===== src/rtl/fft_out_streamer.sv =====
// ---------------------------------------------------------------------------
// fft_out_streamer
//
// Purpose:
//     Takes the parallel result of an FFT core (NUM_POINTS complex words that
//     are valid for the single cycle i_done is high), holds it in a frame
//     buffer and streams it out one complex point per beat over a
//     valid/ready handshake. A frame that ends on the same cycle that the
//     next i_done arrives is followed by the next frame with no idle cycle.
//     An i_done that arrives while a frame is still being streamed is
//     dropped, and the sticky o_overrun flag records the drop.
//
// Configuration:
//     FFT_OUT_BITREV_EN  undefined (default): beats leave in natural order,
//                        beat k carries element k.
//                        defined: beat k carries element bitrev(k).
//
// Parameters:
//     NUM_POINTS  complex points per frame (power of two, >= 2)
//     SIZE_DATA   width of each real/imaginary word (carried opaquely)
//
// Ports:
//     i_clk          clock, rising edge
//     i_rst          synchronous active-high reset
//     i_done         one-cycle pulse, i_data_re/i_data_im valid on this cycle
//     i_data_re      parallel real results
//     i_data_im      parallel imaginary results
//     i_ready        downstream accepts the current beat
//     i_clr_overrun  clears o_overrun (a simultaneous set wins)
//     o_valid        current beat valid
//     o_data_re      real word of the current beat (0 when idle)
//     o_data_im      imaginary word of the current beat (0 when idle)
//     o_index        array index of the current beat (0 when idle)
//     o_last         final beat of the frame
//     o_busy         a frame is held or streaming (equals o_valid)
//     o_overrun      sticky: a frame was dropped
// ---------------------------------------------------------------------------
module fft_out_streamer #(
    parameter int NUM_POINTS = 8,
    parameter int SIZE_DATA  = 32
) (
    input  logic                                  i_clk,
    input  logic                                  i_rst,
    input  logic                                  i_done,
    input  logic [NUM_POINTS-1:0][SIZE_DATA-1:0]  i_data_re,
    input  logic [NUM_POINTS-1:0][SIZE_DATA-1:0]  i_data_im,
    input  logic                                  i_ready,
    input  logic                                  i_clr_overrun,
    output logic                                  o_valid,
    output logic [SIZE_DATA-1:0]                  o_data_re,
    output logic [SIZE_DATA-1:0]                  o_data_im,
    output logic [$clog2(NUM_POINTS)-1:0]         o_index,
    output logic                                  o_last,
    output logic                                  o_busy,
    output logic                                  o_overrun
);

    localparam int IDX_W = $clog2(NUM_POINTS);
    localparam logic [IDX_W-1:0] K_ZERO = {IDX_W{1'b0}};
    localparam logic [IDX_W-1:0] K_ONE  = IDX_W'(1'b1);
    localparam logic [IDX_W-1:0] K_LAST = IDX_W'(NUM_POINTS - 1);
    localparam logic [SIZE_DATA-1:0] D_ZERO = {SIZE_DATA{1'b0}};
    localparam logic [NUM_POINTS-1:0][SIZE_DATA-1:0] BUF_ZERO =
        {(NUM_POINTS*SIZE_DATA){1'b0}};

    typedef enum logic [0:0] {
        ST_IDLE   = 1'b0,
        ST_STREAM = 1'b1
    } state_t;

    // Maps beat number to buffer element; identity unless bit-reversed
    // ordering is built in.
    function automatic logic [IDX_W-1:0] beat_sel(input logic [IDX_W-1:0] k);
        logic [IDX_W-1:0] r;
        r = k;
`ifdef FFT_OUT_BITREV_EN
        for (int b = 0; b < IDX_W; b++) begin
            r[b] = k[IDX_W-1-b];
        end
`endif
        return r;
    endfunction

    state_t                               state_r;
    state_t                               state_s;
    logic [IDX_W-1:0]                     k_r;
    logic [IDX_W-1:0]                     k_s;
    logic [NUM_POINTS-1:0][SIZE_DATA-1:0] buf_re_r;
    logic [NUM_POINTS-1:0][SIZE_DATA-1:0] buf_im_r;

    logic                                 xfer_s;
    logic                                 last_s;
    logic                                 load_s;
    logic                                 ovr_set_s;
    logic [IDX_W-1:0]                     sel_s;

    logic                                 valid_r;
    logic                                 valid_s;
    logic [SIZE_DATA-1:0]                 data_re_r;
    logic [SIZE_DATA-1:0]                 data_re_s;
    logic [SIZE_DATA-1:0]                 data_im_r;
    logic [SIZE_DATA-1:0]                 data_im_s;
    logic [IDX_W-1:0]                     index_r;
    logic [IDX_W-1:0]                     index_s;
    logic                                 last_out_r;
    logic                                 last_out_s;
    logic                                 overrun_r;
    logic                                 overrun_s;

    assign xfer_s = (state_r == ST_STREAM) && i_ready;
    assign last_s = (k_r == K_LAST);

    // Next-state, beat counter, frame capture and overrun detection.
    always_comb begin
        state_s   = state_r;
        k_s       = k_r;
        load_s    = 1'b0;
        ovr_set_s = 1'b0;
        case (state_r)
            ST_IDLE: begin
                if (i_done) begin
                    load_s  = 1'b1;
                    k_s     = K_ZERO;
                    state_s = ST_STREAM;
                end else begin
                    state_s = ST_IDLE;
                end
            end
            ST_STREAM: begin
                if (xfer_s && last_s) begin
                    // Final handshake: a coincident i_done chains the next
                    // frame without a bubble.
                    k_s = K_ZERO;
                    if (i_done) begin
                        load_s  = 1'b1;
                        state_s = ST_STREAM;
                    end else begin
                        state_s = ST_IDLE;
                    end
                end else begin
                    if (xfer_s) begin
                        k_s = k_r + K_ONE;
                    end else begin
                        k_s = k_r;
                    end
                    // Any other i_done while streaming is a dropped frame.
                    ovr_set_s = i_done;
                end
            end
            default: begin
                state_s = ST_IDLE;
                k_s     = K_ZERO;
            end
        endcase
    end

    // Next values of the registered beat outputs and the overrun flag.
    always_comb begin
        sel_s      = beat_sel(k_s);
        valid_s    = 1'b0;
        data_re_s  = D_ZERO;
        data_im_s  = D_ZERO;
        index_s    = K_ZERO;
        last_out_s = 1'b0;
        overrun_s  = overrun_r;
        if (state_s == ST_STREAM) begin
            valid_s    = 1'b1;
            index_s    = sel_s;
            last_out_s = (k_s == K_LAST);
            // On a capture the buffer is not yet written, so the first beat
            // is taken straight from the input bus.
            if (load_s) begin
                data_re_s = i_data_re[sel_s];
                data_im_s = i_data_im[sel_s];
            end else begin
                data_re_s = buf_re_r[sel_s];
                data_im_s = buf_im_r[sel_s];
            end
        end else begin
            valid_s    = 1'b0;
            data_re_s  = D_ZERO;
            data_im_s  = D_ZERO;
            index_s    = K_ZERO;
            last_out_s = 1'b0;
        end
        if (ovr_set_s) begin
            overrun_s = 1'b1;
        end else if (i_clr_overrun) begin
            overrun_s = 1'b0;
        end else begin
            overrun_s = overrun_r;
        end
    end

    // State register and beat counter.
    always_ff @(posedge i_clk) begin
        if (i_rst) begin
            state_r <= ST_IDLE;
            k_r     <= K_ZERO;
        end else begin
            state_r <= state_s;
            k_r     <= k_s;
        end
    end

    // Frame buffer, written only when a frame is captured.
    always_ff @(posedge i_clk) begin
        if (i_rst) begin
            buf_re_r <= BUF_ZERO;
            buf_im_r <= BUF_ZERO;
        end else if (load_s) begin
            buf_re_r <= i_data_re;
            buf_im_r <= i_data_im;
        end else begin
            buf_re_r <= buf_re_r;
            buf_im_r <= buf_im_r;
        end
    end

    // Registered beat outputs and sticky overrun flag.
    always_ff @(posedge i_clk) begin
        if (i_rst) begin
            valid_r    <= 1'b0;
            data_re_r  <= D_ZERO;
            data_im_r  <= D_ZERO;
            index_r    <= K_ZERO;
            last_out_r <= 1'b0;
            overrun_r  <= 1'b0;
        end else begin
            valid_r    <= valid_s;
            data_re_r  <= data_re_s;
            data_im_r  <= data_im_s;
            index_r    <= index_s;
            last_out_r <= last_out_s;
            overrun_r  <= overrun_s;
        end
    end

    assign o_valid   = valid_r;
    assign o_busy    = valid_r;
    assign o_data_re = data_re_r;
    assign o_data_im = data_im_r;
    assign o_index   = index_r;
    assign o_last    = last_out_r;
    assign o_overrun = overrun_r;

endmodule


===== config.mk =====
export PLATFORM = sky130hd
export DESIGN_NAME = fft_out_streamer
export DESIGN_NICKNAME = d
export VERILOG_FILES = /design/src/rtl/fft_out_streamer.sv
export SDC_FILE = /design/constraint.sdc
export NUM_CORES = 1
export LEC_CHECK = 0
export ABC_AREA = 1
export BUFFER_PORTS_ARGS = -buffer_cell sky130_fd_sc_hd__clkbuf_2
export CORE_MARGIN = 2
export CORE_UTILIZATION = 37
export CTS_CLUSTER_DIAMETER = 200
export DETAILED_ROUTE_END_ITERATION = 8
export GPL_TIMING_DRIVEN = 0
export RECOVER_POWER = 50
export SYNTH_ARGS = -nofsm -noshare
export SYNTH_HDL_FRONTEND = slang
export SYNTH_SLANG_ARGS = --single-unit

===== constraint.sdc =====
create_clock -name i_clk -period 2.4 [get_ports i_clk]
set_input_delay 0.24 -clock i_clk [delete_from_list [all_inputs] [get_ports i_clk]]
set_output_delay 0.24 -clock i_clk [all_outputs]
set_load 0.005 [all_outputs]

# [Word-level counts from Yosys, hierarchy flattened]
# Cells that the tools add are included.
[word_totals] reg_bits=586 out_inout_bits=71 in_bits=517
[op_classes] n_bitwise=2 n_addsub=1 reduce_logical=4 magnitude_cmp=1 eq_ne=2 mux=24
[op_table] op="32-bit binary-select mux with 3-bit select" count=4
[op_table] op="32-bit two-way mux" count=6
[op_table] op="3-bit two-way mux" count=3
[op_table] op="1-bit two-way mux" count=8
[op_table] op="3-bit equality test, second input constant" count=2
[op_table] op="3-bit case mux with 2 select lines" count=1
[op_table] op="3-bit by 4-bit less-than comparator with 1-bit output, second input constant" count=1
[op_table] op="1-bit case mux with 2 select lines" count=2
[op_table] op="3-bit by 1-bit adder with 3-bit output, second input constant" count=1
[op_table] op="1-bit logical AND" count=2
[op_table] op="1-bit NOT" count=2
[op_table] op="2-bit nonzero test" count=1
[op_table] op="2-bit OR reduction" count=1

# [Logic depth before layout (Yosys ltp)]
[depth] ltp_word=7 depth_mapped=13 mapped_depth_nobuf=11

# [Worst setup path after synthesis]
# OpenSTA, ideal clock, no wires.
[synth_timing] path_type="register to register" startpoint="register k_r[0]" endpoint="register data_im_r[10] (netlist: o_data_im[10])" setup_slack_ns=0.513 stages_incl_launch_ff=13 arrival_ns=1.754 cell_sequence="dfxtp_1 > ha_1 > ha_1 > inv_1 > nand2_1 > nand2_1 > buf_2 > clkbuf_1 > nand4_1 > nand3_1 > nand3_1 > nand3_1 > a21oi_1"
[synth_between] elab_chain_len=7
[synth_rtl] item="start, declared" line_no="86" rtl="logic [IDX_W-1:0] k_r;"
[synth_rtl] item="start signal, assigned" line_no="202" rtl="k_r <= k_s;"
[synth_rtl] item="3-bit by 1-bit adder with 3-bit output / 3-bit equality test (equally long branches)" line_no="142, 111"
[synth_rtl] item="3-bit two-way mux / 1-bit logical AND (equally long branches)" line_no="141, 130"
[synth_rtl] item="3-bit two-way mux" line_no="130" rtl="if (xfer_s && last_s) begin"
[synth_rtl] item="3-bit case mux with 2 select lines" line_no="119" rtl="case (state_r)"
[synth_rtl] item="32-bit binary-select mux with 3-bit select (on tied branches)" line_no="177, 174"
[synth_rtl] item="32-bit two-way mux (on tied branches)" line_no="177, 174"
[synth_rtl] item="32-bit two-way mux" line_no="172" rtl="if (load_s) begin"
[synth_rtl] item="end signal, assigned" line_no="232" rtl="data_im_r <= data_im_s;"
[synth_rtl] item="end, declared" line_no="101" rtl="logic [SIZE_DATA-1:0] data_im_r;"
# Several ways; a longest one is shown, not always the timed one. The select of a mux whose other input is x is not followed.
# A chain may end at the register's enable or synchronous reset.

# [Worst setup path after layout]
[layout_timing] startpoint="register state_r" endpoint="register data_re_r[11] (netlist: o_data_re[11])"
[layout_between] elab_chain_len=7
[layout_rtl] item="start, declared" line_no="84" rtl="state_t state_r;"
[layout_rtl] item="start signal, assigned" line_no="201" rtl="state_r <= state_s;"
[layout_rtl] item="1-bit logical AND" line_no="110" rtl="assign xfer_s = (state_r == ST_STREAM) && i_ready;"
[layout_rtl] item="3-bit two-way mux / 1-bit logical AND (equally long branches)" line_no="141, 130"
[layout_rtl] item="3-bit two-way mux" line_no="130"
[layout_rtl] item="3-bit case mux with 2 select lines" line_no="119"
[layout_rtl] item="32-bit binary-select mux with 3-bit select (on tied branches)" line_no="176, 173"
[layout_rtl] item="32-bit two-way mux (on tied branches)" line_no="176, 173"
[layout_rtl] item="32-bit two-way mux" line_no="172"
[layout_rtl] item="end signal, assigned" line_no="231" rtl="data_re_r <= data_re_s;"
[layout_rtl] item="end, declared" line_no="99" rtl="logic [SIZE_DATA-1:0] data_re_r;"
# Several ways; a longest one is shown, not always the timed one. The select of a mux whose other input is x is not followed.

==> impl_metrics.yaml <==
power:
  swShare_pct: 28.4
  powerDensity_mw_per_mm2: 704
  internal_power_mw: 19.1
  combPwrFrac_pct: 18.6
  p_leak_nw: 16.7
  irDropWorstVdd_mv: 0.444
  seqPwrFrac_pct: 39.9
  p_switching_mw: 7.58
  clock_power_share_pct: 41.6
min_path:
  hold_path.class: "in -> reg"
clock_network:
  max-clock-path-buffers: 3
  cts-root-buf: "clkbuf_16"
  h-tree-depth: 3
  cts_num_sinks: 585
  cts-buffers-inserted: 67
  tritoncts: "done"
  clkTransAtPathRegs_ns: 0.06
  insertion_delay_ns: 0.62
worst_setup_path:
  crit_path_end_kind: "register"
  worstSetupStartpointType: "register"
  required_ns: 2.88
  critPathArrivalTime_ns: 2.89
  worst-path-max-fanout: 10
  critPathKind: "reg -> reg"
logic_synthesis:
  synthCells: 3593
  ys_ff_latch: 585
  avgSynthCellArea_sq_um: 7.15
  syn_nets: 4112
  syn_area_sq_mm: 0.0257
  synth_cell_types: 19
  ys_warn_count: 0
  yosysSeqAreaShare_pct: 45.6
detailed_routing:
  wl_um: 126000
  drc_errors: 0
  dr_wl_met2_um: 55800
  num_vias: 30500
  wl_met3_um: 9580
  postRouteAntennaNets: 0
  met1_length_um: 53100
  highest_layer: "met5"
  post_drt_wl_per_cell_um: 21.9
  drt-pass1-iter-count: 5
  drtIter0Drc: 3015
  avgViaCountPerCell: 5.33
die:
  die_h_um: 268
  die_w_um: 268
  dieArea_sq_mm: 0.0716
  initial_utilization_pct: 37.4
  io_pins: 588
  num_rows: 96
  core_sq_mm: 0.0687
global_routing:
  first_global_vias: 29000
  overflow: 0
  antenna_found_initial: 9
  grt_pass1_wl_um: 177000
  gr-usage-all-layers_pct: 33.4
  grt_max_degree: 14
placed_design:
  dp_cells: 5110
  place.gp.congestion: 0.960
  dp_hpwl_um: 91200
  numPortBuffers: 586
timing:
  hold_violations: 3
  setup_tns_ns: -0.0140
  fin_crit_sh_pct: 101
  fmaxAchievable_ghz: 0.414
  slew_viol_final: 0
  worstMarginPinSlew_ns: 1.07
  setup_viol: 1
  maxSlewHeadroom_pct: 28.7
  layout_min_cycle_time_ns: 2.41
  holdWs_ns: -0.0367
  fin_skew_ns: 0.0297
  timing.final.ws_setup_ns: -0.0140
  rsz0062_at_grt: "yes"
run:
  cap_violations: 0
cells_and_area:
  stdcell_count: 5725
  syn_to_final_growth_pct: 47.7
  fillCellCount: 6627
  fin_nets: 5259
  drive_gt1_share_pct: 20.2
run_status:
  status: "finished, violations left"
  violations: "negative hold slack, negative setup slack"
-- stage by stage --
| step | util [%] | power (mW) | area (sq um) | worst slack, ns |
|---|---|---|---|---|
| 6_report | 55.2 | 26.7 | 38000 | -0.0140 |
| 2_1_floorplan | - | 13.1 | 25700 | 0.513 |
| 3_5_place_dp | 43.4 | 14.8 | 29800 | -0.769 |
| 5_1_grt | 55.2 | 27.6 | 38000 | -0.0450 |
| 4_1_cts | 54.4 | 26.5 | 37400 | -0.0360 |
| 3_3_place_gp | 43.4 | 14.8 | 29800 | -0.801 |
-- cell usage after synthesis --
master	count	area, sq um
buf_2	139	696
nand2_1	397	1490
o21ai_0	447	2240
nor4_1	1	6.26
nand4_1	256	1600
nand3_1	451	2260
nand2_2	1	6.26
clkbuf_1	181	679
nor2_1	7	26.3
a21oi_1	578	2890
clkinv_1	1	3.75
inv_1	521	1960
buf_4	1	7.51
nand3_2	2	20.0
o21ai_1	3	15.0
inv_2	2	7.51
buf_1	18	67.6
dfxtp_1	585	11700
ha_1	2	25.0
-- power groups by stage --
stage	Sequential, mW	Combinational, mW	Clock, mW
2_1_floorplan	10.8	2.27	0
4_1_cts	10.6	4.70	11.2
5_1_grt	10.7	5.34	11.5
3_5_place_dp	10.9	3.96	0
6_report	10.7	4.96	11.1
3_3_place_gp	10.8	3.92	0
-- worst max-delay path, cell delays in order, from the launching register on --
cell and delay [ns]:
dfxtp_2 0.46, inv_1 0.12, nand2_2 0.19, buf_4 0.33, buf_1 0.40, nand4_1 0.16, nand3_1 0.12, nand3_1 0.25
nand3_1 0.18, a21oi_1 0.07
-- cells by family after synthesis --
group	after synthesis	synth area share, %
compound gates	1028	20.0
fa+ha+maj	2	0.0973
buf+inv	863	13.3
flops	585	45.6
simple gates	1115	21.0
-- cells in the final DEF (no fill, tap or decap), drive strengths merged, types with 2 or more instances in the layout --
cell         Yosys  final
a21oi          578    578
buf            158    129
bufinv           0     10
clkbuf         181    896
clkinv           1     12
dfxtp          585    585
diode            0      4
dlygate4sd3      0    487
ha               2      2
inv            523    525
nand2          398    398
nand3          453    453
nand4          256    256
nor2             7      7
o21ai          450    450
-- final timing paths --
check	startpoint	endpoint	slack (ns)	cells after the start
max	state_r	o_data_re[11]	-0.01	9
min	i_data_im[161]	buf_im_r[161]	-0.04	3
max reg2reg	state_r	o_data_re[11]	-0.01	9
min reg2reg	buf_im_r[38]	buf_im_r[38]	0.45	2
-- flip-flops by register name (all words and copies together), names as in the netlist --
name and count:
state_r 1, o_data_re 32, o_overrun 1, o_index 3, o_data_im 32, o_last 1
k_r 3, buf_re_r 256, buf_im_r 256
-- repair_timing --
action / 4_1_cts / 5_1_grt
endpoints found under the hold margin: 536 / 12
pin swaps: 3 / 8
resized for setup: 167 / 245
hold buffers: 475 / 12
endpoints found under the setup margin: 575 / 509
cloned: 0 / 0
buffers inserted: 5 / 0
-- layer usage --
| layer | up-vias | GRT usage (%) |
|---|---|---|
| li1 | 14400 | - |
| met4 | 8 | 17.5 |
| met1 | 14300 | 44.1 |
| met3 | 376 | 5.50 |
| met5 | - | 0 |
| met2 | 1525 | 52.2 |
-- layout make-up --
class | instances | area, sq um | share of cell area [%]
clock inverter | 24 | 418 | 1.10
clock buffer | 95 | 1940 | 5.12
inverter | 524 | 1970 | 5.18
sequential | 585 | 11700 | 30.9
multi-input combinational | 2145 | 11000 | 29.1
tap | 931 | 1160 | 3.07
buffer | 339 | 1890 | 4.97
antenna | 4 | 10.0 | 0.0264
timing repair buffer | 1078 | 7810 | 20.6
Note: power is estimated with default switching activity, not from simulation.
